File: config.mk
export PLATFORM = sky130hd
export DESIGN_NAME = matrix_scan_decoder
export DESIGN_NICKNAME = d
export VERILOG_FILES = /design/src/rtl/matrix_scan_decoder_pkg.sv /design/src/rtl/scan_col_sampler.sv /design/src/rtl/matrix_scan_decoder.sv
export SDC_FILE = /design/constraint.sdc
export NUM_CORES = 1
export LEC_CHECK = 0
export BUFFER_PORTS_ARGS = -buffer_cell sky130_fd_sc_hd__buf_2
export CORE_ASPECT_RATIO = 1.75
export CORE_MARGIN = 3
export CORE_UTILIZATION = 50
export CTS_CLUSTER_DIAMETER = 80
export DETAILED_ROUTE_END_ITERATION = 7
export PLACE_DENSITY = 0.71
export SETUP_SLACK_MARGIN = 0.1
export SLEW_MARGIN = 25
export SYNTH_ARGS = -nofsm -noshare
export SYNTH_HDL_FRONTEND = slang
export SYNTH_SLANG_ARGS = --single-unit
export TNS_END_PERCENT = 50
File: constraint.sdc
create_clock -name clk -period 10.8 [get_ports clk]
set_input_delay 0 -clock clk [delete_from_list [all_inputs] [get_ports clk]]
set_output_delay 0 -clock clk [all_outputs]
set_load 0.03 [all_outputs]
File: src/rtl/matrix_scan_decoder_pkg.sv
// Shared constants and state encoding for the LED matrix scan decoder.
package scan_pkg;

  localparam int unsigned NUM_COLS = 5;
  localparam int unsigned NUM_ROWS = 8;

  localparam logic [NUM_COLS-1:0] COL_ALL = 5'b11111;

  typedef enum logic {
    ST_LOST  = 1'b0,
    ST_TRACK = 1'b1
  } state_t;

  function automatic logic [2:0] count_ones(input logic [NUM_COLS-1:0] v);
    logic [2:0] n;
    n = '0;
    for (int unsigned i = 0; i < NUM_COLS; i++) begin
      if (v[i]) n = n + 3'd1;
    end
    return n;
  endfunction

endpackage

File: src/rtl/scan_col_sampler.sv
// Registers the scan bus once and emits a single capture strobe per stable
// column-select run of STABLE_CYCLES identical samples.
module scan_col_sampler
  import scan_pkg::*;
#(
  parameter int unsigned STABLE_CYCLES = 4
) (
  input  logic                i_clk,
  input  logic                i_rst,
  input  logic [NUM_COLS-1:0] i_col,
  input  logic [NUM_ROWS-1:0] i_row,
  output logic                o_cap,
  output logic [NUM_COLS-1:0] o_col,
  output logic [NUM_ROWS-1:0] o_row
);

  localparam int unsigned SW = $clog2(STABLE_CYCLES + 1);
  localparam logic [SW-1:0] STABLE_V = SW'(STABLE_CYCLES);

  logic [NUM_COLS-1:0] r_col;
  logic [NUM_ROWS-1:0] r_row;
  logic [SW-1:0]       r_cnt;
  logic                r_cap;

  logic                w_same;
  logic [SW-1:0]       w_cnt_next;
  logic                w_hit;

  // The counter tracks the value being loaded into r_col, so it reaches
  // STABLE_CYCLES on the same edge that registers the last required sample.
  always_comb begin
    w_same     = (i_col == r_col);
    w_cnt_next = SW'(1);
    if (w_same) begin
      w_cnt_next = (r_cnt == STABLE_V) ? r_cnt : r_cnt + SW'(1);
    end
    w_hit = (w_cnt_next == STABLE_V) && (!w_same || (r_cnt != STABLE_V));
  end

  always_ff @(posedge i_clk) begin
    if (i_rst) begin
      r_col <= '0;
      r_row <= '0;
      r_cnt <= '0;
      r_cap <= 1'b0;
    end else begin
      r_col <= i_col;
      r_row <= i_row;
      r_cnt <= w_cnt_next;
      r_cap <= w_hit;
    end
  end

  assign o_cap = r_cap;
  assign o_col = r_col;
  assign o_row = r_row;

endmodule

File: src/rtl/matrix_scan_decoder.sv
// Rebuilds 5x8 LED matrix frames from the multiplexed column/row scan bus
// and publishes each complete frame with a one-cycle strobe.
module matrix_scan_decoder
  import scan_pkg::*;
#(
  parameter int unsigned STABLE_CYCLES  = 4,
  parameter int unsigned TIMEOUT_CYCLES = 4096,
  parameter int unsigned CNT_W          = 8
) (
  input  logic                         clk,
  input  logic                         rst,
  input  logic [NUM_COLS-1:0]          colunas,
  input  logic [NUM_ROWS-1:0]          linhas,
  output logic [NUM_COLS*NUM_ROWS-1:0] frame,
  output logic                         frame_valid,
  output logic [CNT_W-1:0]             frame_cnt,
  output logic [2:0]                   cur_col,
  output logic                         err_multi,
  output logic                         scan_lost
);

  localparam int unsigned TW = $clog2(TIMEOUT_CYCLES + 1);
  localparam logic [TW-1:0] TO_V = TW'(TIMEOUT_CYCLES);

  logic                         w_cap;
  logic [NUM_COLS-1:0]          w_col;
  logic [NUM_ROWS-1:0]          w_row;

  state_t                       r_state, w_state_next;
  logic [TW-1:0]                r_to;
  logic [NUM_COLS-1:0]          r_seen;
  logic [NUM_COLS*NUM_ROWS-1:0] r_shadow;
  logic [NUM_COLS*NUM_ROWS-1:0] r_frame;
  logic                         r_frame_valid;
  logic [CNT_W-1:0]             r_frame_cnt;
  logic [2:0]                   r_cur_col;
  logic                         r_err;

  logic [2:0]                   w_ones;
  logic [2:0]                   w_idx;
  logic                         w_cap_one;
  logic                         w_cap_all;
  logic                         w_cap_err;
  logic                         w_capture;
  logic [NUM_COLS-1:0]          w_mask;
  logic                         w_timeout;
  logic                         w_complete;
  logic [NUM_COLS-1:0]          w_seen_base;

  scan_col_sampler #(
    .STABLE_CYCLES(STABLE_CYCLES)
  ) u_sampler (
    .i_clk (clk),
    .i_rst (rst),
    .i_col (colunas),
    .i_row (linhas),
    .o_cap (w_cap),
    .o_col (w_col),
    .o_row (w_row)
  );

  always_comb begin
    w_ones = count_ones(w_col);
    w_idx  = '0;
    for (int unsigned c = 0; c < NUM_COLS; c++) begin
      if (w_col[c]) w_idx = 3'(c);
    end
    w_cap_all = w_cap && (w_col == COL_ALL);
    w_cap_one = w_cap && (w_ones == 3'd1);
    w_cap_err = w_cap && (w_ones > 3'd1) && !w_cap_all;
    w_capture = w_cap_one || w_cap_all;
    w_mask    = w_cap_all ? '1 : (w_cap_one ? w_col : '0);
  end

  always_ff @(posedge clk) begin
    if (rst) r_state <= ST_LOST;
    else     r_state <= w_state_next;
  end

  always_comb begin
    w_state_next = r_state;
    w_timeout    = 1'b0;
    case (r_state)
      ST_LOST:  if (w_capture) w_state_next = ST_TRACK;
      ST_TRACK: begin
        if (!w_capture && (r_to == TO_V)) begin
          w_timeout    = 1'b1;
          w_state_next = ST_LOST;
        end
      end
      default:  w_state_next = ST_LOST;
    endcase
  end

  always_ff @(posedge clk) begin
    if (rst || w_capture || w_timeout || (r_state == ST_LOST)) r_to <= '0;
    else if (r_to != TO_V)                                      r_to <= r_to + TW'(1);
  end

  // Holding completion off for one cycle after a strobe keeps frame_valid
  // from ever asserting on back-to-back cycles.
  always_comb begin
    w_complete  = (r_seen == '1) && !r_frame_valid;
    w_seen_base = (w_complete || w_timeout) ? '0 : r_seen;
  end

  always_ff @(posedge clk) begin
    if (rst) begin
      r_seen        <= '0;
      r_frame       <= '0;
      r_frame_valid <= 1'b0;
      r_frame_cnt   <= '0;
      r_cur_col     <= '0;
      r_err         <= 1'b0;
    end else begin
      r_seen        <= w_seen_base | w_mask;
      r_frame_valid <= w_complete;
      r_err         <= w_cap_err;
      if (w_complete) begin
        r_frame     <= r_shadow;
        r_frame_cnt <= r_frame_cnt + CNT_W'(1);
      end
      if (w_cap_one) r_cur_col <= w_idx;
    end
  end

  always_ff @(posedge clk) begin
    if (rst || w_timeout) begin
      r_shadow <= '0;
    end else begin
      for (int unsigned c = 0; c < NUM_COLS; c++) begin
        if (w_mask[c]) r_shadow[c*NUM_ROWS +: NUM_ROWS] <= ~w_row;
      end
    end
  end

  assign frame       = r_frame;
  assign frame_valid = r_frame_valid;
  assign frame_cnt   = r_frame_cnt;
  assign cur_col     = r_cur_col;
  assign err_multi   = r_err;
  assign scan_lost   = (r_state == ST_LOST);

endmodule

# Word level (Yosys, flattened, before mapping)
# Cells that the tools add are included.
# W data, S select, Z words.
word_totals:
  wordCells: 74
  reg_bits: 129
  out_inout_bits: 54
  input_bits: 15
op_classes:
  mux: 19
  bitwise: 3
  reduce_logical: 18
  magnitude_cmp: 1
  addsub: 7
  eq_ne: 9
ops:
  columns: ["op", "n"]
  rows:
  - ["$mux W3", 9]
  - ["$add A3 B1 Y3 const B", 5]
  - ["$mux W5", 3]
  - ["$add A13 B1 Y13 const B", 1]
  - ["$eq A13 B13 Y1 const B", 1]
  - ["$ne A13 B13 Y1 const B", 1]
  - ["$eq A5 B5 Y1 const B", 2]
  - ["$add A8 B1 Y8 const B", 1]
  - ["$not A8 Y8", 1]
  - ["$logic_and A1 B1 Y1", 7]
  - ["$logic_or A1 B1 Y1", 7]
  - ["$eq A3 B3 Y1 const B", 2]
  - ["$mux W1", 6]
  - ["$eq A5 B5 Y1", 1]
  - ["$or A5 B5 Y5", 1]
  - ["$logic_not A1 Y1", 4]
  - ["$eq A3 B1 Y1 const B", 1]
  - ["$gt A3 B1 Y1 const B", 1]
  - ["$ne A3 B3 Y1 const B", 1]
  - ["$pmux W1 S2", 1]
  - ["$not A1 Y1", 1]

# Longest topological paths before layout
depth:
  depth_word: 19
  depth_mapped: 15

# Modules after synthesis
# Synthesis repeated with hierarchy kept, for this count alone.
hier_totals:
  hier_cells: 555
  hier_area_um2: 5097.4
modules_own_cells:
  columns: ["mod", "seq_area_each_um2", "area_each_um2", "n_inst", "cells_each"]
  rows:
  - ["matrix_scan_decoder", 2242.2, 4508.1, 1, 502]
  - ["scan_col_sampler", 340.3, 589.3, 1, 53]

# Worst setup path after synthesis
# No wires, ideal clock.
synth_timing:
  path_kind: "reg2reg"
  from: "register u_sampler.r_col[1], in the netlist u_sampler.o_col[1]"
  to: "register r_to[10]"
  arrival_ns: 3.338
  path_stages_with_launch: 15
  n_path_buf: 3
  required_time_ns: 10.736
  path_slack_ns: 7.398
  setup_ns: 0.064
  synth_period_minus_slack_ns: 3.402
  cell_sequence: "dfxtp_1 -> clkbuf_1 -> inv_1 -> ha_1 -> xor2_1 -> xor2_1 -> a21oi_1 -> ha_1 -> nand2_1 -> xor3_1 -> o2111a_2 -> buf_6 -> or4_4 -> buf_6 -> nor2_1"
synth_via:
  elab_chain_len: 16
synth_lines:
  columns: ["element", "line_no", "text"]
  rows:
  - ["start: declaration", "scan_col_sampler.sv:20", "logic [NUM_COLS-1:0] r_col;"]
  - ["start signal: assignment", "scan_col_sampler.sv:47", "r_col <= i_col;"]
  - ["$mux W3", "matrix_scan_decoder_pkg.sv:18", "if (v[i]) n = n + 3'd1;"]
  - ["$add A3 B1 Y3", "matrix_scan_decoder_pkg.sv:18", null]
  - ["$mux W3", "matrix_scan_decoder_pkg.sv:18", null]
  - ["$add A3 B1 Y3", "matrix_scan_decoder_pkg.sv:18", null]
  - ["$mux W3", "matrix_scan_decoder_pkg.sv:18", null]
  - ["$add A3 B1 Y3", "matrix_scan_decoder_pkg.sv:18", null]
  - ["$mux W3", "matrix_scan_decoder_pkg.sv:18", null]
  - ["$eq A3 B1 Y1", "matrix_scan_decoder.sv:69", "w_cap_one = w_cap && (w_ones == 3'd1);"]
  - ["$logic_and A1 B1 Y1", "matrix_scan_decoder.sv:69", null]
  - ["$logic_or A1 B1 Y1 *", "matrix_scan_decoder.sv:71", "w_capture = w_cap_one || w_cap_all;"]
  - ["$logic_not A1 Y1", "matrix_scan_decoder.sv:86", "if (!w_capture && (r_to == TO_V)) begin"]
  - ["$logic_and A1 B1 Y1", "matrix_scan_decoder.sv:86", null]
  - ["$mux W1", "matrix_scan_decoder.sv:86", null]
  - ["$mux W1", "matrix_scan_decoder.sv:83", "case (r_state)"]
  - ["$logic_or A1 B1 Y1 * (2 in series)", "matrix_scan_decoder.sv:96", "if (rst || w_capture || w_timeout || (r_state == ST_LOST)) r_to <= '0;"]
  - ["end signal: assignment", "matrix_scan_decoder.sv:97", "else if (r_to != TO_V) r_to <= r_to + TW'(1);"]
  - ["end: declaration", "matrix_scan_decoder.sv:30", "logic [TW-1:0] r_to;"]
# Every way passes the cells marked *; elsewhere a longest branch is shown, timed or not.
# A chain may end at the register's enable or synchronous reset.

# Worst setup path after layout
layout_timing:
  from: "register u_sampler.r_col[1], in the netlist u_sampler.o_col[1]"
  to: "register r_seen[2]"
layout_via:
  elab_chain_len: 17
layout_lines:
  columns: ["element", "line_no", "text"]
  rows:
  - ["$mux W3", "matrix_scan_decoder_pkg.sv:18", null]
  - ["$add A3 B1 Y3", "matrix_scan_decoder_pkg.sv:18", null]
  - ["$mux W3", "matrix_scan_decoder_pkg.sv:18", null]
  - ["$add A3 B1 Y3", "matrix_scan_decoder_pkg.sv:18", null]
  - ["$mux W3", "matrix_scan_decoder_pkg.sv:18", null]
  - ["$add A3 B1 Y3", "matrix_scan_decoder_pkg.sv:18", null]
  - ["$mux W3", "matrix_scan_decoder_pkg.sv:18", null]
  - ["$eq A3 B1 Y1", "matrix_scan_decoder.sv:69", null]
  - ["$logic_and A1 B1 Y1", "matrix_scan_decoder.sv:69", null]
  - ["$logic_or A1 B1 Y1", "matrix_scan_decoder.sv:71", null]
  - ["$logic_not A1 Y1", "matrix_scan_decoder.sv:86", null]
  - ["$logic_and A1 B1 Y1", "matrix_scan_decoder.sv:86", null]
  - ["$mux W1", "matrix_scan_decoder.sv:86", null]
  - ["$mux W1", "matrix_scan_decoder.sv:83", null]
  - ["$logic_or A1 B1 Y1", "matrix_scan_decoder.sv:104", "w_seen_base = (w_complete || w_timeout) ? '0 : r_seen;"]
  - ["$mux W5", "matrix_scan_decoder.sv:104", null]
  - ["$or A5 B5 Y5 *", "matrix_scan_decoder.sv:116", "r_seen <= w_seen_base | w_mask;"]
  - ["end signal: assignment", "matrix_scan_decoder.sv:116", null]
  - ["end: declaration", "matrix_scan_decoder.sv:31", "logic [NUM_COLS-1:0] r_seen;"]
# Marked as above.

==> metrics.csv <==
metric;value;unit
outcome;completed;
grt_start_max_net_pins;76;
grt_pass1_wl;21500;um
register_area;2580;um^2
async_flop_share;0;%
fmax;248;MHz
postCtsResizedCells;0;
crit_cells;12;
cts_tree;built;
drv_slew;0;
synth.most_common_cell;dfxtp_1;
dr_total_vias;4595;
critPathBufInv;2;
relSlewSlack;36.2;%
synth_nets;643;
timing.final.ws_setup;6.76;ns
setup-tns-final;0;ns
dieArea;12000;um^2
ys_warn_count;0;
cts-root-buf;clkbuf_16;
nNetsFinal;706;
cp_max_fo;45;
crit_slowest_cell;dfxtp_1;
die-height;143;um
clkLatencyLatePin;0.42;ns
yosys.cell_types.count;47;
hold_path.class;input pin to flip-flop;
worst_path_dominant_cell_family;compound AO/OA/AOI/OAI gates;
ir_drop;0.129;mV
ant_nets;0;
wirelength;12600;um
powerDensity;170;nW/um^2
post-place-ws;6.83;ns
min_to;u_sampler.o_col[3]$_SDFF_PP0_;
yosysSeqAreaShare;48.3;%
yosys.area.top_type;dfxtp_1;
synth.area.top_cells;dfxtp_1, a21oi_1, nand2_1;
drc;0;
cp_data_arrival_time;4.29;ns
cpPeakStageDelay;0.61;ns
rr_endpoint;r_seen[2]$_SDFF_PP0_;
power;1.09;mW
rows;49;
track_usage;22.0;%
reg2reg_setup_slack;6.76;ns
cts.clk_slew.worst_paths;0.06;ns
placedCellCount;775;
antenna_found_initial;0;
period_needed;4.04;ns
rr_startpoint;u_sampler.o_col[1]$_SDFF_PP0_;
cp.required;11.05;ns
r2r.worst_path.cells;12;
grt-ovfl-total;0;
core;10400;um^2
numCtsBuffers;17;
setup_viol;0;
min_from;rst;
synth_area_per_cell;8.66;um^2
h-tree-depth;4;
first_iter_violations;427;
rsz0062_at_grt;no;
ios;69;
netlist_top_cells_count;dfxtp_1, nand2_1, a21oi_1;
final.period_utilization;37.4;%
whs_path_depth;3;
endpoint_kind;flip-flop;
synth_top_area_share;48.3;%
place_congestion;0.838;
diodes;0;
synthCells;617;
cp_cell_sequence;inv_1 -> ha_1 -> xor2_1 -> xor2_1 -> a21oi_1 -> ha_1 -> nand2_1 -> xor3_1 -> o2111a_2 -> o41ai_4 -> buf_4 -> o32ai_1;
grt_pass1_vias;4387;
drive_gt1_share;16.2;%
ys.flop_type;dfxtp_1;
dpl.hpwl;8540;um
port_buffers;68;
post-cts-setup-buffers;0;
worst_pin_slew;0.957;ns
cts.sinks;129;
syn_area;5340;um^2
criticalPathCategory;flip-flop to flip-flop;
via_per_inst;5.61;
num-fill-cells;925;
synth_edf_count;0;
max-cap-violations;0;
clock_path_buffers;2;
multi_input_area;2460;um^2
final-instance-count-excl-fill;819;
dr.pass1.iters;5;
post_drt_wl_per_cell;15.4;um
p_leak;2.38;nW
worst_setup_path_start_kind;flip-flop;
dieWidth;84.1;um
synth_seq_cells;129;
area_delta_synth_final;20.0;%
start_util;51.6;%
clock-skew-final;0.0125;ns
hold_viol;0;
==> state kept, by name, indices dropped and copies added (netlist names) <==
register and count:
r_shadow 40, r_state 1, frame 40, u_sampler.o_row 8, r_to 13, u_sampler.o_cap 1
err_multi 1, frame_cnt 8, frame_valid 1, cur_col 3, u_sampler.r_cnt 3, r_seen 5
u_sampler.o_col 5
==> cells by family (layout without fill, tap and decap cells) <==
family	count (synthesis)	in the layout	share of synthesized area [%]
AOI/OAI and AO/OA	173	173	20.5
xor gates and xnor gates	28	28	5.15
adders and majority gates	11	11	2.58
buffers and inverters	71	146	5.67
DFF	129	129	48.3
muxes	1	1	0.211
and+or+nand+nor	204	204	17.5
==> worst max-delay path by stage <==
stage / from / endpoint / slack [ns]
after CTS: u_sampler.o_col[1]$_SDFF_PP0_ / r_seen[2]$_SDFF_PP0_ / 6.81
after floorplan: u_sampler.o_col[1]$_SDFF_PP0_ / r_to[10]$_SDFFE_PP0P_ / 7.40
final: u_sampler.o_col[1]$_SDFF_PP0_ / r_seen[2]$_SDFF_PP0_ / 6.76
after global placement: u_sampler.o_col[1]$_SDFF_PP0_ / r_seen[3]$_SDFF_PP0_ / 6.99
after global routing: u_sampler.o_col[0]$_SDFF_PP0_ / r_seen[3]$_SDFF_PP0_ / 6.52
after detailed placement: u_sampler.o_col[1]$_SDFF_PP0_ / r_seen[1]$_SDFF_PP0_ / 6.83
==> metrics by stage <==
stage	util (%)	hold WS, ns	area, um^2
2_1_floorplan	-	0.128	5340
3_3_place_gp	54.9	0.215	5690
3_5_place_dp	54.9	0.220	5690
4_1_cts	61.8	0.237	6410
5_1_grt	61.8	0.277	6410
6_report	61.8	0.246	6410
==> routing by layer <==
layer / global-route usage (%) / routed length [um] / share of wire [%]
met2: 38.3 / 6610 / 52
met5: 0 / 0 / 0
met3: 5.77 / 525 / 4.2
met4: 10.2 / 338 / 2.7
met1: 25.1 / 5130 / 41
==> worst min-delay path, delay by kind of cell <==
kind / cells / cell delay [ns]
buffers and inverters: 2 / 0.44
and+or+nand+nor: 1 / 0.18
==> power by group <==
part	internal [mW]	switching, mW
Clock	0.365	0.202
Combinational	0.0159	0.0218
Sequential	0.479	0.00842
==> cell type report <==
| type | count | area share (%) |
|---|---|---|
| inverter | 27 | 1.58 |
| timing repair buffer | 88 | 8.16 |
| clock buffer | 20 | 6.97 |
| multi-input combinational | 417 | 38.3 |
| clock inverter | 11 | 2.17 |
| sequential | 129 | 40.3 |
| tap | 127 | 2.48 |
==> layout by cell type, fill, tap and decap left out, types with 3 or more instances in the layout <==
| cell | Yosys | final |
|---|---|---|
| dlygate4sd3_1 | 0 | 13 |
| xor2_1 | 17 | 17 |
| a21oi_1 | 78 | 78 |
| ha_1 | 11 | 11 |
| clkinv_2 | 0 | 5 |
| buf_2 | 8 | 68 |
| a31oi_1 | 26 | 26 |
| nor3_1 | 3 | 3 |
| o32ai_1 | 5 | 5 |
| nor4_1 | 3 | 3 |
| and3_1 | 4 | 4 |
| or3_1 | 9 | 9 |
| nor2_1 | 36 | 36 |
| bufinv_16 | 0 | 3 |
| nor2b_1 | 14 | 14 |
| inv_1 | 25 | 25 |
| dfxtp_1 | 129 | 129 |
| nand3_1 | 20 | 20 |
| buf_4 | 1 | 7 |
| a211oi_1 | 32 | 32 |
| o21ai_0 | 4 | 4 |
| xnor2_1 | 9 | 9 |
| clkbuf_16 | 0 | 17 |
| o211ai_1 | 17 | 17 |
| nand2_1 | 96 | 96 |
| nand4_1 | 9 | 9 |
==> what timing repair did <==
action | CTS | global route
hold buffers | 13 | 0
setup endpoints to repair | 0 | 0
endpoints found under the hold margin | 13 | 0
Power figures use the tool's default switching activity.
